==> src/rtl/pdm_decimator.sv <==
// PDM decimator: counts ones over a DECIM-cycle window, scales to a 10-bit code
// and queues it in a small FIFO. Define PDM_DECIM_DROP_CNT_EN to add drop_count.
module pdm_decimator #(
  parameter int DECIM = 2500,
  parameter int SCALE = 26818,
  parameter int DEPTH = 4
) (
  input  logic       clk,
  input  logic       rst,
  input  logic       pdm_in,
  output logic [9:0] code,
  output logic       code_valid,
  input  logic       code_ready,
  output logic       overrun,
  input  logic       overrun_clr
`ifdef PDM_DECIM_DROP_CNT_EN
  ,
  output logic [7:0] drop_count
`endif
);

  localparam int          AW      = $clog2(DEPTH);
  localparam logic [11:0] WLAST   = 12'(DECIM - 1);
  localparam logic [15:0] SCALE_W = 16'(SCALE);

  // Synchronizer and window accumulation
  logic        sync1_q, sync1_d;
  logic        sync2_q, sync2_d;
  logic [11:0] wcnt_q, wcnt_d;
  logic [11:0] acc_q, acc_d;
  logic [11:0] ones_q, ones_d;
  logic        v1_q, v1_d;
  logic [11:0] prod_hi_q, prod_hi_d;
  logic        v2_q, v2_d;
  logic        win_last;
  logic [9:0]  code_next;

  // Output FIFO
  logic [9:0]  mem_q [DEPTH];
  logic [9:0]  mem_d [DEPTH];
  logic [AW:0] wptr_q, wptr_d;
  logic [AW:0] rptr_q, rptr_d;
  logic        overrun_q, overrun_d;
  logic        fifo_empty, fifo_full;
  logic        pop, push, drop;

  always_comb begin
    sync1_d  = pdm_in;
    sync2_d  = sync1_q;
    win_last = (wcnt_q == WLAST);
    wcnt_d   = win_last ? 12'd0 : wcnt_q + 12'd1;
    // The bit seen on the closing cycle belongs to the window being closed.
    acc_d    = win_last ? 12'd0 : acc_q + {11'd0, sync2_q};
    ones_d   = win_last ? acc_q + {11'd0, sync2_q} : ones_q;
    v1_d     = win_last;
    // Only the integer part of the Q0.16 product is kept.
    prod_hi_d = v1_q ? 12'((28'(ones_q) * 28'(SCALE_W)) >> 16) : prod_hi_q;
    v2_d      = v1_q;
    code_next = (prod_hi_q[11:10] != 2'b00) ? 10'h3FF : prod_hi_q[9:0];
  end

  // Handshake: the head entry is transferred on a clk edge where code_valid and
  // code_ready are both high; code holds steady while code_valid & ~code_ready.
  always_comb begin
    fifo_empty = (wptr_q == rptr_q);
    fifo_full  = (wptr_q[AW-1:0] == rptr_q[AW-1:0]) && (wptr_q[AW] != rptr_q[AW]);
    pop        = ~fifo_empty & code_ready;
    push       = v2_q & (~fifo_full | pop);
    drop       = v2_q & fifo_full & ~pop;
    rptr_d     = rptr_q + (AW+1)'(pop);
    wptr_d     = wptr_q + (AW+1)'(push);
    mem_d      = mem_q;
    if (push) begin
      mem_d[wptr_q[AW-1:0]] = code_next;
    end
    // A drop in the same cycle as a clear leaves the flag set.
    overrun_d  = drop ? 1'b1 : (overrun_clr ? 1'b0 : overrun_q);
    code       = fifo_empty ? 10'd0 : mem_q[rptr_q[AW-1:0]];
    code_valid = ~fifo_empty;
    overrun    = overrun_q;
  end

  always_ff @(posedge clk or negedge rst) begin
    if (!rst) begin
      sync1_q   <= 1'b0;
      sync2_q   <= 1'b0;
      wcnt_q    <= 12'd0;
      acc_q     <= 12'd0;
      ones_q    <= 12'd0;
      v1_q      <= 1'b0;
      prod_hi_q <= 12'd0;
      v2_q      <= 1'b0;
      wptr_q    <= '0;
      rptr_q    <= '0;
      overrun_q <= 1'b0;
      for (int i = 0; i < DEPTH; i++) begin
        mem_q[i] <= 10'd0;
      end
    end else begin
      sync1_q   <= sync1_d;
      sync2_q   <= sync2_d;
      wcnt_q    <= wcnt_d;
      acc_q     <= acc_d;
      ones_q    <= ones_d;
      v1_q      <= v1_d;
      prod_hi_q <= prod_hi_d;
      v2_q      <= v2_d;
      wptr_q    <= wptr_d;
      rptr_q    <= rptr_d;
      overrun_q <= overrun_d;
      for (int i = 0; i < DEPTH; i++) begin
        mem_q[i] <= mem_d[i];
      end
    end
  end

`ifdef PDM_DECIM_DROP_CNT_EN
  logic [7:0] drop_cnt_q, drop_cnt_d;

  always_comb begin
    drop_cnt_d = drop_cnt_q;
    if (overrun_clr) begin
      drop_cnt_d = 8'd0;
    end
    if (drop) begin
      if (overrun_clr) begin
        drop_cnt_d = 8'd1;
      end else if (drop_cnt_q != 8'hFF) begin
        drop_cnt_d = drop_cnt_q + 8'd1;
      end
    end
    drop_count = drop_cnt_q;
  end

  always_ff @(posedge clk or negedge rst) begin
    if (!rst) begin
      drop_cnt_q <= 8'd0;
    end else begin
      drop_cnt_q <= drop_cnt_d;
    end
  end
`endif

endmodule

==> config.mk <==
export PLATFORM = sky130hd
export DESIGN_NAME = pdm_decimator
export DESIGN_NICKNAME = d
export VERILOG_FILES = /design/src/rtl/pdm_decimator.sv
export SDC_FILE = /design/constraint.sdc
export NUM_CORES = 1
export LEC_CHECK = 0
export ABC_AREA = 1
export ABC_CLOCK_PERIOD_IN_PS = 3900
export CAP_MARGIN = 15
export CORE_ASPECT_RATIO = 0.6
export CORE_UTILIZATION = 40
export CTS_CLUSTER_DIAMETER = 60
export DETAILED_ROUTE_END_ITERATION = 10
export PLACE_DENSITY = 0.58
export SLEW_MARGIN = 10
export SYNTH_ARGS = -nofsm -noshare
export SYNTH_HDL_FRONTEND = slang
export SYNTH_SLANG_ARGS = --single-unit
==> constraint.sdc <==
create_clock -name clk -period 3.9 [get_ports clk]
set_input_delay 1.17 -clock clk [delete_from_list [all_inputs] [get_ports clk]]
set_output_delay 1.17 -clock clk [all_outputs]
set_load 0.005 [all_outputs]
==> results.py, run 1 <==
metrics = {
    "critical_path": {
        "cp_top_family": "adder cells",
        "critPathSlowestCell": "fa_1",
        "crit_fanout": 4,
        "arrival_ns": 3.99,
        "path_buf_inv": 2,
        "end_kind": "flop",
        "crit_type": "reg2reg",
        "startpoint_type": "flop",
        "crit_chain": "ha_1 -> ha_1 -> ha_1 -> fa_1 -> inv_1 -> fa_1 -> inv_1 -> ha_2 -> a21oi_2 -> o21ai_0 -> a21o_1 -> nand2_1 -> nand3b_1 -> nand3_1 -> nand2_1",
        "crit_path_frequent_cell": "ha_1",
        "critPathRequiredTime_ns": 4.13,
        "cpPeakStageDelay_ns": 0.56,
    },
    "floorplan": {
        "core-area_um2": 16440,
        "die_x_um": 170.6,
        "rows": 36,
        "pin_count": 17,
        "die_h_um": 103.2,
        "dieArea_um2": 17600,
        "initial_core_util_pct": 41.51,
    },
    "logic_synthesis": {
        "synth-async-reset-ratio_pct": 100.0,
        "syn_area_um2": 6824,
        "yosys.area.top_type": "dfrtp_1",
        "synth_xor_area_share_pct": 2.567,
        "synth_cell_type_count": 41,
        "synth_top_area_share_pct": 35.94,
        "synth-seq-cells": 98,
        "postSynthCellCount": 788,
        "synth_edf_count": 0,
        "synth_commonest_cells": "nand2_1, inv_1, dfrtp_1",
        "syn_nets": 905,
        "yosysMostFrequentCell": "nand2_1",
        "muxShareOfSynthArea_pct": 0,
        "synth_compound_area_share_pct": 10.51,
        "synthAdderAreaFrac_pct": 23.18,
        "ys_warn_count": 0,
        "syn_avg_cell_area_um2": 8.660,
        "synth_area_leaders": "dfrtp_1, ha_1, nand2_1, fa_1, inv_1",
        "synthFlopType": "dfrtp_1",
        "synth_simple_gate_area_share_pct": 19.25,
        "synth_top_family_by_area": "adder cells",
        "ys_seq_area_share_pct": 35.94,
    },
    "clock_network": {
        "cts_sinks": 98,
        "cts_tree": "done",
        "htreeDepth": 3,
        "cts_root_buf": "clkbuf_16",
        "clkTransAtPathRegs_ns": 0.08,
        "numCtsBuffers": 9,
        "clock_latency_ns": 0.35,
        "clock_path_buffers": 2,
    },
    "power_and_ir_drop": {
        "power_w": 0.002062,
        "p_per_area_nw_per_um2": 266.8,
        "ir_drop_uv": 229.3,
        "p_leak_nw": 4.133,
    },
    "route": {
        "antenna_left": 0,
        "drcViolationCount": 0,
        "viasPerCell": 4.773,
        "via_count": 4993,
        "avgRoutedWirePerCell_um": 14.39,
        "first_iter_violations": 307,
        "drtPass1Iterations": 5,
        "wl_um": 15060,
    },
    "sta": {
        "worst_clock_skew_ns": 0.008994,
        "finalCriticalPeriod_ns": 3.759,
        "fmax_ghz": 0.2660,
        "relSlewSlack_pct": 43.98,
        "setup_ws_ns": 0.1410,
        "finalMaxSlewViolations": 0,
        "timing.hold.ws_ns": 0.3638,
        "fin_crit_sh_pct": 96.39,
        "hold_violations": 0,
        "tightest_slew_ns": 0.8375,
        "setup_violations": 0,
    },
    "placed_design": {
        "gp_congestion": 0.9179,
        "dpl.hpwl_um": 11670,
        "place_ws_ns": 0.03485,
        "place_inst": 1028,
        "io_buffers": 16,
    },
    "finish": {
        "seq_area_um2": 2454,
        "drive_gt1_share_pct": 12.10,
        "stdcell_count": 1046,
        "antenna_cells": 0,
        "nets": 930,
        "n_fill_cell": 1566,
        "multiInputGateArea_um2": 3951,
        "area_delta_synth_final_pct": 13.26,
    },
    "grt": {
        "track_usage_pct": 18.83,
        "antenna_found_initial": 0,
        "grt_pass1_vias": 4874,
        "grt_max_degree": 58,
        "overflow": 0,
        "grt_pass1_wl_um": 25540,
    },
    "worst_hold_path": {
        "hold_path_class": "reg2reg",
    },
    "run_status": {
        "status": "complete, no violations",
    },
    "flow_run": {
        "cap_violations": 0,
    },
}
[cell type report]
class,instances,area share [%]
sequential,98,31.75
clock inverter,7,0.8095
multi-input combinational,553,51.13
clock buffer,9,2.914
tap,228,3.691
inverter,116,5.666
timing repair buffer,35,4.047
[path summary, 6_finish.rpt]
| kind | from | to | slack (ns) | cells after the start |
|---|---|---|---|---|
| hold / removal | sync1_q | sync2_q | 0.36 | 0 |
| max in group asynchronous | rst | mem_q[35] | 2.33 | 2 |
| setup / recovery | ones_q[7] | prod_hi_q[3] | 0.14 | 15 |
| setup reg to reg | ones_q[7] | prod_hi_q[3] | 0.14 | 15 |
| hold reg to reg | sync1_q | sync2_q | 0.36 | 0 |
| min in group asynchronous | rst | prod_hi_q[10] | 0.89 | 1 |
[flip-flops by register name (all words and copies together) (netlist names)]
| name | count |
|---|---|
| acc_q | 12 |
| mem_q | 40 |
| ones_q | 12 |
| overrun | 1 |
| prod_hi_q | 11 |
| rptr_q | 3 |
| sync1_q | 1 |
| sync2_q | 1 |
| v1_q | 1 |
| v2_q | 1 |
| wcnt_q | 12 |
| wptr_q | 3 |
[metrics by stage]
step                      util (%)  area [µm²]   TNS, ns
after CTS                    45.91        7548         0
after global routing         47.01        7729  -0.02643
after floorplan                  -        6824         0
after detailed placement     44.16        7261         0
final                        47.01        7729         0
after global placement       44.16        7261         0
[routing by layer]
layer / GRT usage [%] / routed length [µm] / up-vias
met5: 0 / 0 / -
met3: 3.729 / 611 / 11
met1: 31.29 / 8972 / 2303
li1: - / - / 2598
met2: 24.02 / 5376 / 81
met4: 4.019 / 95 / 0
[worst reg2reg max path: cells and delay by family, from the launching register on]
kind | cells | cell delay, ns
AO/OA/AOI/OAI | 3 | 0.48
adder cells (fa/ha/maj) | 6 | 2.25
buffers and inverters | 2 | 0.13
flip-flops | 1 | 0.44
AND/OR/NAND/NOR | 4 | 0.35
[cell families after synthesis]
family | after synthesis
AND/OR/NAND/NOR | 304
buffers and inverters | 137
AO/OA/AOI/OAI | 117
adder cells (fa/ha/maj) | 112
flip-flops | 98
XOR/XNOR | 20
[power breakdown]
group | internal (W) | switching, W
Clock | 0.000444 | 0.000422
Combinational | 0.0000442 | 0.0000763
Sequential | 0.00105 | 0.0000255
[cell usage in the layout (no fill, tap or decap), drive strengths merged, types with 2 or more instances in the layout]
| master | instances |
|---|---|
| nand3b | 3 |
| o21a | 14 |
| clkdlybuf4s50 | 15 |
| o32ai | 10 |
| clkinv | 2 |
| ha | 88 |
| a21oi | 21 |
| nor2 | 84 |
| nor3 | 8 |
| dfrtp | 98 |
| xor2 | 9 |
| or2 | 2 |
| nand3 | 30 |
| fa | 24 |
| o21ai | 66 |
| nand4 | 6 |
| inv | 119 |
| nor4 | 2 |
| nand2 | 168 |
| xnor2 | 11 |
| clkbuf | 9 |
| buf | 20 |
| a21o | 3 |
| clkinvlp | 2 |
[what timing repair did]
item | in CTS | in global routing
hold buffers | 0 | 0
gates resized for setup | 0 | 40
setup endpoints to repair | 0 | 11
setup buffers | 0 | 2
No activity file was read; power rests on OpenSTA's default activity.
==> run 2, diff against run 1 <==
ABC_CLOCK_PERIOD_IN_PS = 3600   (was 3900)
PLACE_DENSITY = 0.56   (was 0.58)
RECOVER_POWER = 25   (was unset)
clock period = 3.6 ns   (was 3.9 ns; I/O delays follow)
==> results.py, run 2 (synthesis gave the netlist of run 1 again) <==
metrics = {
    "placed_design": {
        "place_ws_ns": -0.2861,
        "place_inst": 1055,
        "gp_congestion": 0.9196,
        "dpl.hpwl_um": 12020,
        "io_buffers": 16,
    },
    "run_status": {
        "violations": "capacitance limit, slew limit, setup timing",
        "status": "complete, but fails checks",
    },
    "floorplan": {
        "dieArea_um2": 17600,
        "core-area_um2": 16440,
        "rows": 36,
        "pin_count": 17,
        "die_x_um": 170.6,
        "die_h_um": 103.2,
        "initial_core_util_pct": 41.51,
    },
    "route": {
        "wl_um": 15990,
        "drtPass1Iterations": 6,
        "via_count": 5303,
        "viasPerCell": 4.933,
        "avgRoutedWirePerCell_um": 14.88,
        "antenna_left": 0,
        "drcViolationCount": 0,
        "first_iter_violations": 361,
    },
    "finish": {
        "largest_register_ffs": 40,
        "n_fill_cell": 1540,
        "final_common_cell": "nand2_1",
        "drive_gt1_share_pct": 19.24,
        "regMostFlops": "mem_q",
        "stdcell_count": 1075,
        "nets": 960,
        "antenna_cells": 0,
        "area_delta_synth_final_pct": 20.81,
        "most-common-layout-cells": "nand2_1, inv_1, dfrtp_1",
    },
    "critical_path": {
        "path_buf_inv": 3,
        "critPathRequiredTime_ns": 3.82,
        "arrival_ns": 3.94,
        "r2r_setup_slack_ns": -0.12,
        "cp_top_family": "adder cells",
        "cpPeakStageDelay_ns": 0.60,
        "critPathSlowestCell": "fa_1",
        "crit_chain": "buf_6 -> ha_4 -> ha_4 -> fa_1 -> inv_1 -> fa_1 -> fa_1 -> inv_2 -> ha_4 -> a21oi_2 -> o21a_1 -> nand3_4 -> nand2_1 -> nand3b_1 -> nand3_1 -> nand2_1",
        "startpoint_type": "flop",
        "end_kind": "flop",
        "crit_type": "reg2reg",
        "crit_start": "ones_q[7]",
        "r2r_start": "ones_q[7]",
        "crit_fanout": 4,
    },
    "sta": {
        "fin_crit_sh_pct": 103.4,
        "worst_clock_skew_ns": 0.01144,
        "relSlewSlack_pct": -28.01,
        "rsz0062_at_grt": "yes",
        "fmax_ghz": 0.2687,
        "finalCriticalPeriod_ns": 3.721,
        "finalMaxSlewViolations": 37,
        "tightest_slew_ns": 1.920,
        "setup_violations": 9,
        "setup_ws_ns": -0.1214,
        "hold_violations": 0,
    },
    "grt": {
        "antenna_found_initial": 0,
        "overflow": 0,
        "track_usage_pct": 19.46,
        "grt_max_degree": 64,
        "grt_pass1_vias": 5367,
        "grt_pass1_wl_um": 26670,
    },
    "flow_run": {
        "cap_violations": 1,
    },
    "worst_hold_path": {
        "hold_path_class": "reg2reg",
        "hold_path_startpoint": "sync1_q",
    },
    "power_and_ir_drop": {
        "ir_drop_uv": 221.8,
        "p_leak_nw": 4.308,
        "p_per_area_nw_per_um2": 272.2,
    },
    "clock_network": {
        "htreeDepth": 3,
        "cts_tree": "done",
        "hold_buffers": 0,
        "cts_root_buf": "clkbuf_16",
        "clkTransAtPathRegs_ns": 0.07,
        "clock_path_buffers": 2,
        "clock_latency_ns": 0.34,
        "cts_sinks": 98,
        "numCtsBuffers": 9,
    },
}
[run 2: layout make-up]
| cell class | instances | area (µm²) | share of cell area (%) |
|---|---|---|---|
| tap | 228 | 285.3 | 3.460 |
| timing repair buffer | 65 | 529.3 | 6.420 |
| clock buffer | 9 | 225.2 | 2.732 |
| multi-input combinational | 553 | 4244 | 51.48 |
| inverter | 116 | 440.4 | 5.342 |
| clock inverter | 6 | 65.06 | 0.7892 |
| sequential | 98 | 2455 | 29.78 |
[run 2: path summary, 6_finish.rpt]
path / endpoint / depth (start not counted)
worst max register to register: prod_hi_q[9] / 16
worst max-delay path: prod_hi_q[9] / 16
max in group asynchronous: ones_q[4] / 2
worst min-delay path: sync2_q / 0
worst min register to register: sync2_q / 0
min in group asynchronous: mem_q[26] / 1
[run 2: through the flow]
stage               total power (W)  area [µm²]  util (%)  hold slack (ns)   TNS [ns]
finish                     0.002244        8244     50.14           0.3651    -0.7053
global route               0.002350        8244     50.14           0.3964     -9.274
CTS                        0.002280        8080     49.15           0.3735   -0.06758
detailed placement         0.001315        7480     45.49           0.3363     -2.038
global placement           0.001310        7480     45.49           0.3472     -1.563
floorplan                  0.001264        6840         -           0.3312  -0.008490
[run 2: worst reg2reg max path: stages (launching register included)]
cell	delay, ns
dfrtp_1	0.42
buf_6	0.14
ha_4	0.16
ha_4	0.15
fa_1	0.50
inv_1	0.05
fa_1	0.47
fa_1	0.60
inv_2	0.06
ha_4	0.27
a21oi_2	0.17
o21a_1	0.19
nand3_4	0.10
nand2_1	0.09
nand3b_1	0.07
nand3_1	0.08
nand2_1	0.06
[run 2: layer usage]
layer	up-vias	track usage, %	routed length, µm
li1	2651	-	-
met1	2531	29.08	8364
met2	113	29.01	6789
met3	8	3.767	758
met4	0	4.297	82
met5	-	0	0
[run 2: timing repair]
| action | 4_1_cts | 5_1_grt |
|---|---|---|
| setup buffers | 2 | 4 |
| resized for setup | 49 | 40 |
| pin swaps | 22 | 27 |
| setup endpoints to repair | 11 | 11 |
[run 2: where the power goes]
part	total, W	internal, W	switching (W)
Clock	0.000955	0.000537	0.000417
Combinational	0.000124	0.0000443	0.0000794
Sequential	0.00117	0.00114	0.0000272
Total	0.00224	0.00172	0.000524
==> run 3, diff against run 2 <==
CTS_BUF_LIST = sky130_fd_sc_hd__clkbuf_8 sky130_fd_sc_hd__clkbuf_16   (was unset)
CTS_CLUSTER_DIAMETER = 100   (was 60)
==> results of run 3 <==
The final DEF is identical to that of run 2; final timing and power are the same.
